[config.mk]
export PLATFORM = sky130hd
export DESIGN_NAME = cache_region_ctr
export DESIGN_NICKNAME = d
export VERILOG_FILES = /design/src/rtl/cache_pkg.sv /design/src/rtl/cache_region_match.sv /design/src/rtl/cache_region_ctr.sv
export SDC_FILE = /design/constraint.sdc
export NUM_CORES = 1
export LEC_CHECK = 0
export ABC_CLOCK_PERIOD_IN_PS = 4360
export CORE_ASPECT_RATIO = 2
export CORE_UTILIZATION = 59
export CTS_CLUSTER_DIAMETER = 30
export DETAILED_ROUTE_END_ITERATION = 10
export PLACE_DENSITY = 0.89
export SYNTH_ARGS = -nofsm -noshare
export SYNTH_HDL_FRONTEND = slang
export SYNTH_HIERARCHICAL = 1
export SYNTH_SLANG_ARGS = --single-unit
export TNS_END_PERCENT = 10
[constraint.sdc]
create_clock -name clk -period 4.36 [get_ports clk]
set_input_delay 0.436 -clock clk [delete_from_list [all_inputs] [get_ports clk]]
set_output_delay 0.436 -clock clk [all_outputs]
set_load 0.02 [all_outputs]
[src/rtl/cache_pkg.sv]
// Shared types and register-map constants for the cache control/status slave
// and its window-compare helper.
package cache_pkg;

  typedef enum logic [2:0] {
    NOP   = 3'd0,
    INIT  = 3'd1,
    CLEAR = 3'd2,
    WB    = 3'd3
  } cache_cmd_e;

  typedef enum logic [1:0] {
    S_INIT,
    S_IDLE,
    S_ISSUE
  } fsm_state_e;

  localparam int CTRL_EN     = 0;
  localparam int CTRL_WB     = 1;
  localparam int CTRL_CLR    = 2;
  localparam int CTRL_IRQ_EN = 3;
  localparam int CTRL_BUSY   = 8;
  localparam int CTRL_DONE   = 9;

  localparam int REG_CTRL    = 0;
  localparam int REG_STATUS  = 1;
  localparam int REG_REGION0 = 2;

endpackage

[src/rtl/cache_region_match.sv]
// Single uncached-window compare: hits when enabled and base <= addr <= limit.
// A window whose base exceeds its limit can never hit.
module cache_region_match #(
  parameter int FW = 22
) (
  input  logic [FW-1:0] base,
  input  logic [FW-1:0] limit,
  input  logic          enable,
  input  logic [FW-1:0] addr,
  output logic          hit
);

  assign hit = enable && (addr >= base) && (addr <= limit);

endmodule

[src/rtl/cache_region_ctr.sv]
// Cache control/status slave: programmable uncached windows, cache enable,
// and a queued write-back/clear command sequencer with done interrupt.
module cache_region_ctr
  import cache_pkg::*;
#(
  parameter int REGION_NUM = 4,
  parameter int GRAN_BITS  = 10
) (
  input  logic        clk,
  input  logic        rest,
  input  logic [31:0] s0_address,
  input  logic [3:0]  s0_byteEnable,
  input  logic        s0_read,
  output logic [31:0] s0_readData,
  input  logic        s0_write,
  input  logic [31:0] s0_writeData,
  output logic        s0_waitRequest,
  output logic        s0_readDataValid,
  input  logic [31:0] address,
  output logic        isIOAddrBlock,
  output logic        isEnableCache,
  output logic [2:0]  cmd,
  input  logic        cmd_ready,
  output logic        busy,
  output logic        irq
);

  localparam int ADDR_W = $clog2(2*REGION_NUM+2);
  localparam int FW     = 32 - GRAN_BITS;
  localparam logic [FW-1:0] RESET_FIELD = FW'(32'h8000_0000 >> GRAN_BITS);

  logic [ADDR_W-1:0]     idx;
  logic [31:0]           lane_mask;
  logic [31:0]           rd_word;
  logic                  en_q, irq_en_q, done_q, irq_q;
  logic                  pend_wb_q, pend_clr_q, pend_wb_n, pend_clr_n;
  logic                  done_n, irq_en_n, complete;
  logic                  ctrl_wr, req_wb, req_clr, done_w1c;
  fsm_state_e            state_q, state_n;
  cache_cmd_e            cmd_q, cmd_n;
  logic [FW-1:0]         base_q  [REGION_NUM];
  logic [FW-1:0]         limit_q [REGION_NUM];
  logic [REGION_NUM-1:0] ren_q, hit;
  logic [31:0]           read_data_q;
  logic                  read_valid_q;
  logic                  unused_bits;

  assign idx       = s0_address[ADDR_W+1:2];
  assign lane_mask = {{8{s0_byteEnable[3]}}, {8{s0_byteEnable[2]}},
                      {8{s0_byteEnable[1]}}, {8{s0_byteEnable[0]}}};

  assign ctrl_wr  = s0_write && (idx == ADDR_W'(REG_CTRL));
  assign req_wb   = ctrl_wr && s0_byteEnable[0] && s0_writeData[CTRL_WB];
  // Dropping EN from 1 to 0 must also flush the cache, so it queues a clear.
  assign req_clr  = ctrl_wr && s0_byteEnable[0] &&
                    (s0_writeData[CTRL_CLR] || (en_q && !s0_writeData[CTRL_EN]));
  assign done_w1c = ctrl_wr && s0_byteEnable[1] && s0_writeData[CTRL_DONE];
  assign irq_en_n = (ctrl_wr && s0_byteEnable[0]) ? s0_writeData[CTRL_IRQ_EN] : irq_en_q;
  assign done_n   = (done_q && !done_w1c) || complete;

  assign busy = (state_q != S_IDLE) || pend_wb_q || pend_clr_q;

  always_comb begin
    state_n    = state_q;
    cmd_n      = cmd_q;
    pend_wb_n  = pend_wb_q;
    pend_clr_n = pend_clr_q;
    complete   = 1'b0;
    case (state_q)
      S_INIT: begin
        if (cmd_ready) begin
          state_n = S_IDLE;
          cmd_n   = NOP;
        end
      end
      S_IDLE, S_ISSUE: begin
        complete = (state_q == S_ISSUE) && cmd_ready;
        // A completion re-enters selection on the same edge; write-back wins.
        if (state_q == S_IDLE || cmd_ready) begin
          if (pend_wb_q) begin
            state_n   = S_ISSUE;
            cmd_n     = WB;
            pend_wb_n = 1'b0;
          end else if (pend_clr_q) begin
            state_n    = S_ISSUE;
            cmd_n      = CLEAR;
            pend_clr_n = 1'b0;
          end else begin
            state_n = S_IDLE;
            cmd_n   = NOP;
          end
        end
      end
      default: begin
        state_n = S_INIT;
        cmd_n   = INIT;
      end
    endcase
    pend_wb_n  = pend_wb_n  || req_wb;
    pend_clr_n = pend_clr_n || req_clr;
  end

  always_ff @(posedge clk) begin
    if (!rest) begin
      state_q    <= S_INIT;
      cmd_q      <= INIT;
      pend_wb_q  <= 1'b0;
      pend_clr_q <= 1'b0;
      done_q     <= 1'b0;
      irq_q      <= 1'b0;
      irq_en_q   <= 1'b0;
      en_q       <= 1'b1;
    end else begin
      state_q    <= state_n;
      cmd_q      <= cmd_n;
      pend_wb_q  <= pend_wb_n;
      pend_clr_q <= pend_clr_n;
      done_q     <= done_n;
      irq_q      <= done_n && irq_en_n;
      irq_en_q   <= irq_en_n;
      if (ctrl_wr && s0_byteEnable[0]) en_q <= s0_writeData[CTRL_EN];
    end
  end

  always_ff @(posedge clk) begin
    if (!rest) begin
      for (int i = 0; i < REGION_NUM; i++) begin
        base_q[i]  <= RESET_FIELD;
        limit_q[i] <= RESET_FIELD;
        ren_q[i]   <= 1'b0;
      end
    end else if (s0_write) begin
      for (int i = 0; i < REGION_NUM; i++) begin
        if (idx == ADDR_W'(REG_REGION0 + 2*i)) begin
          base_q[i] <= (base_q[i] & ~lane_mask[31:GRAN_BITS]) |
                       (s0_writeData[31:GRAN_BITS] & lane_mask[31:GRAN_BITS]);
          if (s0_byteEnable[0]) ren_q[i] <= s0_writeData[0];
        end
        if (idx == ADDR_W'(REG_REGION0 + 2*i + 1)) begin
          limit_q[i] <= (limit_q[i] & ~lane_mask[31:GRAN_BITS]) |
                        (s0_writeData[31:GRAN_BITS] & lane_mask[31:GRAN_BITS]);
        end
      end
    end
  end

  always_comb begin
    rd_word = '0;
    if (idx == ADDR_W'(REG_CTRL)) begin
      rd_word[CTRL_EN]     = en_q;
      rd_word[CTRL_IRQ_EN] = irq_en_q;
      rd_word[CTRL_BUSY]   = busy;
      rd_word[CTRL_DONE]   = done_q;
    end else if (idx == ADDR_W'(REG_STATUS)) begin
      rd_word[4:0] = {pend_clr_q, pend_wb_q, cmd_q};
    end
    for (int i = 0; i < REGION_NUM; i++) begin
      if (idx == ADDR_W'(REG_REGION0 + 2*i))
        rd_word = {base_q[i], {(GRAN_BITS-1){1'b0}}, ren_q[i]};
      if (idx == ADDR_W'(REG_REGION0 + 2*i + 1))
        rd_word = {limit_q[i], {GRAN_BITS{1'b0}}};
    end
  end

  always_ff @(posedge clk) begin
    if (!rest) begin
      read_data_q  <= '0;
      read_valid_q <= 1'b0;
    end else begin
      read_valid_q <= s0_read;
      if (s0_read) read_data_q <= rd_word;
    end
  end

  for (genvar g = 0; g < REGION_NUM; g++) begin : g_match
    cache_region_match #(.FW(FW)) u_match (
      .base   (base_q[g]),
      .limit  (limit_q[g]),
      .enable (ren_q[g]),
      .addr   (address[31:GRAN_BITS]),
      .hit    (hit[g])
    );
  end

  assign isIOAddrBlock    = address[31] || (|hit);
  assign isEnableCache    = en_q;
  assign cmd              = cmd_q;
  assign irq              = irq_q;
  assign s0_readData      = read_data_q;
  assign s0_readDataValid = read_valid_q;
  assign s0_waitRequest   = 1'b0;

  assign unused_bits = ^{s0_address, address[GRAN_BITS-1:0], s0_writeData, lane_mask};

endmodule

After elaboration in Yosys (flattened, before gate mapping)
Memory sizes are Yosys's and may differ from the RTL's.
Index checks and enable logic that the tools add are counted.
- register bits after elaboration: 48
- memory bits (writable): 176
- logic and storage cells: 173
- memories: 2
- memories (memory ; depth ; bits a word ; read ports ; clocked after Yosys merged registers in ; write ports ; RTL line ; source):
    base_q ; 4 ; 22 ; 4 ; 0 ; 4 ; cache_region_ctr.sv:41 ; logic [FW-1:0] base_q [REGION_NUM];
    limit_q ; 4 ; 22 ; 4 ; 0 ; 4 ; cache_region_ctr.sv:42 ; logic [FW-1:0] limit_q [REGION_NUM];
- order comparisons: 8
- eq/ne operators: 14
- multiplexer cells: 72
- bitwise operators: 26
- reduce and logical (&&, ||, !) cells: 37
- operator list (operator ; count):
    two-way mux 32 bit ; 8
    AND 22 bit ; 9
    two-way mux 22 bit ; 8
    OR 22 bit ; 8
    >= comparator 22 bit ; 4
    less-or-equal comparator 22 bit ; 4
    two-way mux 1 bit ; 43
    inverter 22 bit ; 1
    logical AND 1 bit ; 18
    == test 4 x 3 -> 1 bit, second input constant ; 4
    two-way mux 2 bit ; 8
    AND reduction 3 bit ; 4
    == test 4 x 2 -> 1 bit, second input constant ; 2
    == test 4 bit, second input constant ; 2
    logical OR 1 bit ; 8
    OR 1 bit ; 8
    two-way mux 3 bit ; 2
    one-hot mux 3 bit (2 select lines) ; 1
    two-way mux 5 bit ; 1
    == test 4 x 1 -> 1 bit, second input constant ; 1
    logical NOT 4 bit ; 1
    != test 2 bit, second input constant ; 2
    one-hot mux 2 bit (2 select lines) ; 1
    OR reduction 4 bit ; 1
    other kinds (7) ; 8

Longest topological paths before layout
Gate-level depths: netlist of run 1.
- depth in word-level cells: 12
- depth in mapped cells: 10

Hierarchy
Netlist of run 1, hierarchy kept.
- by module, submodules not included (module ; times used ; cells an instance ; area an instance (um^2) ; sequential area each (um^2)):
    cache_region_ctr ; 1 ; 1117 ; 11478.5 ; 6125.9
    cache_region_match at g_match[0].u_match ... ; 3 ; 156 ; 1106.1 ; 0.0
    cache_region_match at g_match[3].u_match ; 1 ; 157 ; 1119.8 ; 0.0

Worst setup path after synthesis of run 1
OpenSTA, ideal clock, no wires.
- path kind: input to register
- start: input port s0_address[2]
- end: memory base_q[3][0], enable pin
- setup time: 0.432 ns
- arrival: 2.898 ns
- required time: 3.928 ns
- setup slack: 1.030 ns
- cell stages on the path: 6
- path buffers: 3
- path through: buf_6 > buf_2 > nor2_2 > nand3b_2 > buf_2 > o21ai_0
- RTL lines (element ; RTL line ; source):
    start, declared ; cache_region_ctr.sv:11 ; input logic [31:0] s0_address,
    end, declared ; cache_region_ctr.sv:41 ;

Worst setup path after layout of run 1
- start: input port address[19]
- end: output port isIOAddrBlock
- cells in the longest elaborated chain, start to end: 5
- elaborated cells on any way between the ends: 18
- classes of those cells: order compare: 8; reduce/logical: 10
- RTL lines (element ; RTL line ; source):
    start, declared ; cache_region_ctr.sv:19 ; input logic [31:0] address,
    >= comparator 22 bit ; cache_region_match.sv:13 ; assign hit = enable && (addr >= base) && (addr <= limit);
    logical AND 1 bit ; cache_region_match.sv:13 ;
    logical AND 1 bit * ; cache_region_match.sv:13 ;
    via hit[0] ; cache_region_ctr.sv:43 ; logic [REGION_NUM-1:0] ren_q, hit;
    OR reduction 4 bit * ; cache_region_ctr.sv:185 ; assign isIOAddrBlock = address[31] || (|hit);
    logical OR 1 bit * ; cache_region_ctr.sv:185 ;
    end, declared ; cache_region_ctr.sv:20 ; output logic isIOAddrBlock,
Mark *: on every way through the listed nets, which the timed path passes. The rest lies on a longest branch.

==> reports/metrics.cfg, run 1 <==
[floorplanning]
core.rowCount=84
die_y_um=234
dieArea_sq_mm=0.0277
start_util_pct=60.3
dieWidth_um=118
core_sq_mm=0.0264
io_pins=146

[cells_and_area]
fill_cells=1954
drive_gt1_share_pct=8.38
final_common_cell=a21oi_1
nets=2108
areaGrowthSynthToFinish_pct=15.3
fin_util_pct=69.5
layout_common_cells=a21oi_1 (241), inv_1 (207), nand2b_1 (180), ha_1 (180), edfxtp_1 (176)
fin_cells=2193
antennaDiodeCount=0

[synthesis]
yosys_register_bits=218
async_flop_share_pct=0
synth.area.top_cells=edfxtp_1 (33%), ha_1 (14%), a21oi_1 (7.6%), nand2b_1 (7.1%), dfxtp_1 (5.3%)
syn_area_per_cell_sq_um=9.14
synth_seq_area_share_pct=38.5
synth_cell_types=69
syn_inst=1742
ys.flop_type=edfxtp_1
yosysTopAreaCell=edfxtp_1
synth-edff-count=176
synth_area_sq_mm=0.0159
synth_top_cell_area_share_pct=33.2
ys_warn_count=6

[drt]
via_per_inst=6.58
routedWlPerCell_um=24.6
drc_errors=0
detail_route.wirelength_um=53900
drtIter0Drc=1551
drt_pass1_iterations=7
dr_total_vias=14422
ant_nets=0

[grt]
antenna_found_initial=0
gr-usage-all-layers_pct=38.9
grt_pass1_vias=14665
grt_overflow=0
grt_start_max_net_pins=73
grt_pass1_wl_um=80300

[sta]
fmax_mhz=239
setup_tns_ns=0
drv_slew=0
tightest_slew_ns=1.30
min_period_ns=4.18
hold_violations=0
slew_headroom_pct=13.4
clock_skew_ns=0.00789
period_share_pct=95.9
setup_viol=0
rsz0062_at_grt=no

[clock_network]
cts_tree=yes
cts.reportedPaths.clkPinSlew_ns=0.06
cts_setup_buffers=0
clockBufferDepth=3
cts_made_buffers=34
cts-hold-fix-buffers=0
cts_root_buf=clkbuf_16
clkLatencyLatePin_ns=0.53
cts_resized=0
ctsHtreeMaxLevel=2
cts_sinks=218

[setup_path]
critPathKind=input pin to output port
cp_slowest_cell=clkdlybuf4s50_1
crit_fanout=8
cp_slowest_stage_delay_ns=0.68
path_cells=clkdlybuf4s50_1, ha_1, nand2_1, nor3_2, o31ai_1, o211ai_1, a21oi_1, o221a_1, nor3_1, nand2_1, clkdlybuf4s50_1
cp-start-kind=input pin
cp.arrival_ns=3.75
worstPathRequired_ns=3.92
crit_path_end_kind=output port

[power]
power_density_mw_per_mm2=344
power_frac_comb_pct=15.3
power.share.clock_pct=46.7
seq_power_share_pct=38.0
p_switching_uw=1780
ir_drop_uv=323
total_leakage_power_uw=0.00738
fin_total_pwr_uw=6310
p_sw_share_pct=28.2
internal_power_uw=4530

[worst_hold_path]
hp-class=input pin to flop

[place]
io_buffer_count=96
post-place-cells=2131
dp_hpwl_um=36000
gp_congestion=0.993

[job]
maxCapViolCount=0

[status]
status=complete, no violations

==> cell type report <==
type / count / area (sq um) / area share (%)
multi-input cells: 1222 / 8530 / 46.5
well taps: 344 / 430 / 2.35
repair buffers: 140 / 1260 / 6.89
flip-flops and latches: 218 / 6130 / 33.4
clock inverters: 21 / 256 / 1.40
inverters: 207 / 777 / 4.24
clock buffers: 41 / 961 / 5.24
==> routing by layer <==
metal  wire length [um]  track usage, %  part of all wire (%)  up-vias
li1                   -               -                     -     6340
met1              17200            39.1                    32     6765
met2              26600            68.1                    49      967
met3               4780            6.96                   8.9      350
met4               5300            36.4                   9.8        0
met5                  0               0                     0        -
==> cells by family after synthesis <==
| kind of cell | count (synthesis) | share of synthesized area [%] |
|---|---|---|
| DFF | 218 | 38.5 |
| AOI/OAI and AO/OA | 495 | 19.1 |
| buffers and inverters | 307 | 8.11 |
| other | 1 | 0.0236 |
| adders and majority gates | 180 | 14.1 |
| and+or+nand+nor | 510 | 18.2 |
| muxes | 31 | 1.98 |
==> stage by stage <==
step	cell area, sq um	setup WS [ns]	hold slack (ns)
3_3_place_gp	17100	0.446	0.469
5_1_grt	18300	0.0181	0.325
2_1_floorplan	15900	1.03	0.465
3_5_place_dp	17100	0.397	0.486
4_1_cts	18300	0.381	0.312
6_report	18300	0.177	0.303
==> cell usage after synthesis (all sizes together) (7+ instances only) <==
library cell,n
a21oi,245
inv,207
ha,180
nand2b,180
edfxtp,176
nand2,93
o21ai,76
nor2,70
clkbuf,52
buf,48
dfxtp,42
nor2b,32
nor3,32
a21boi,31
nand4,30
a211oi,28
mux2i,27
o21a,25
o2111ai,23
nand3,22
and3,21
o2bb2ai,19
a21o,8
nand3b,7
o31ai,7
==> power groups by stage <==
stage | sequential [uW] | clock (uW) | combinational [uW]
after global placement | 2430 | 0 | 881
after global routing | 2410 | 3020 | 1030
final | 2400 | 2940 | 964
after CTS | 2400 | 2910 | 928
after detailed placement | 2440 | 0 | 916
after floorplan | 2430 | 0 | 559
==> registers in the layout, summed over array words and instances, names as in the netlist <==
signal	count
base_q	88
limit_q	88
s0_readData	28
ren_q	4
state_q	2
cmd	1
done_q	1
irq	1
irq_en_q	1
isEnableCache	1
pend_clr_q	1
pend_wb_q	1
s0_readDataValid	1
==> final timing paths <==
check / from / endpoint / slack (ns) / cells past startpoint
hold / removal: s0_address[2] / ren_q[3]$_SDFFE_PN0P_ / 0.30 / 4
setup / recovery: address[19] / isIOAddrBlock / 0.18 / 11
setup reg to reg: state_q[1]$_SDFFE_PN0P_ / state_q[0]$_SDFFE_PN0P_ / 2.64 / 6
hold reg to reg: s0_readData[9]$_SDFFE_PN0P_ / s0_readData[9]$_SDFFE_PN0P_ / 0.49 / 2
==> worst max-delay path, delay by kind of cell <==
kind,cells,cell delay (ns)
buffers and inverters,2,1.24
AND/OR/NAND/NOR,4,0.89
AO/OA/AOI/OAI,4,0.68
adder cells (fa/ha/maj),1,0.47
Power figures use the tool's default switching activity.
==> run 2, diff against run 1 <==
HOLD_SLACK_MARGIN = 0.05   (was unset)
==> results of run 2 <==
The final DEF is identical to that of run 1; final timing and power are the same.
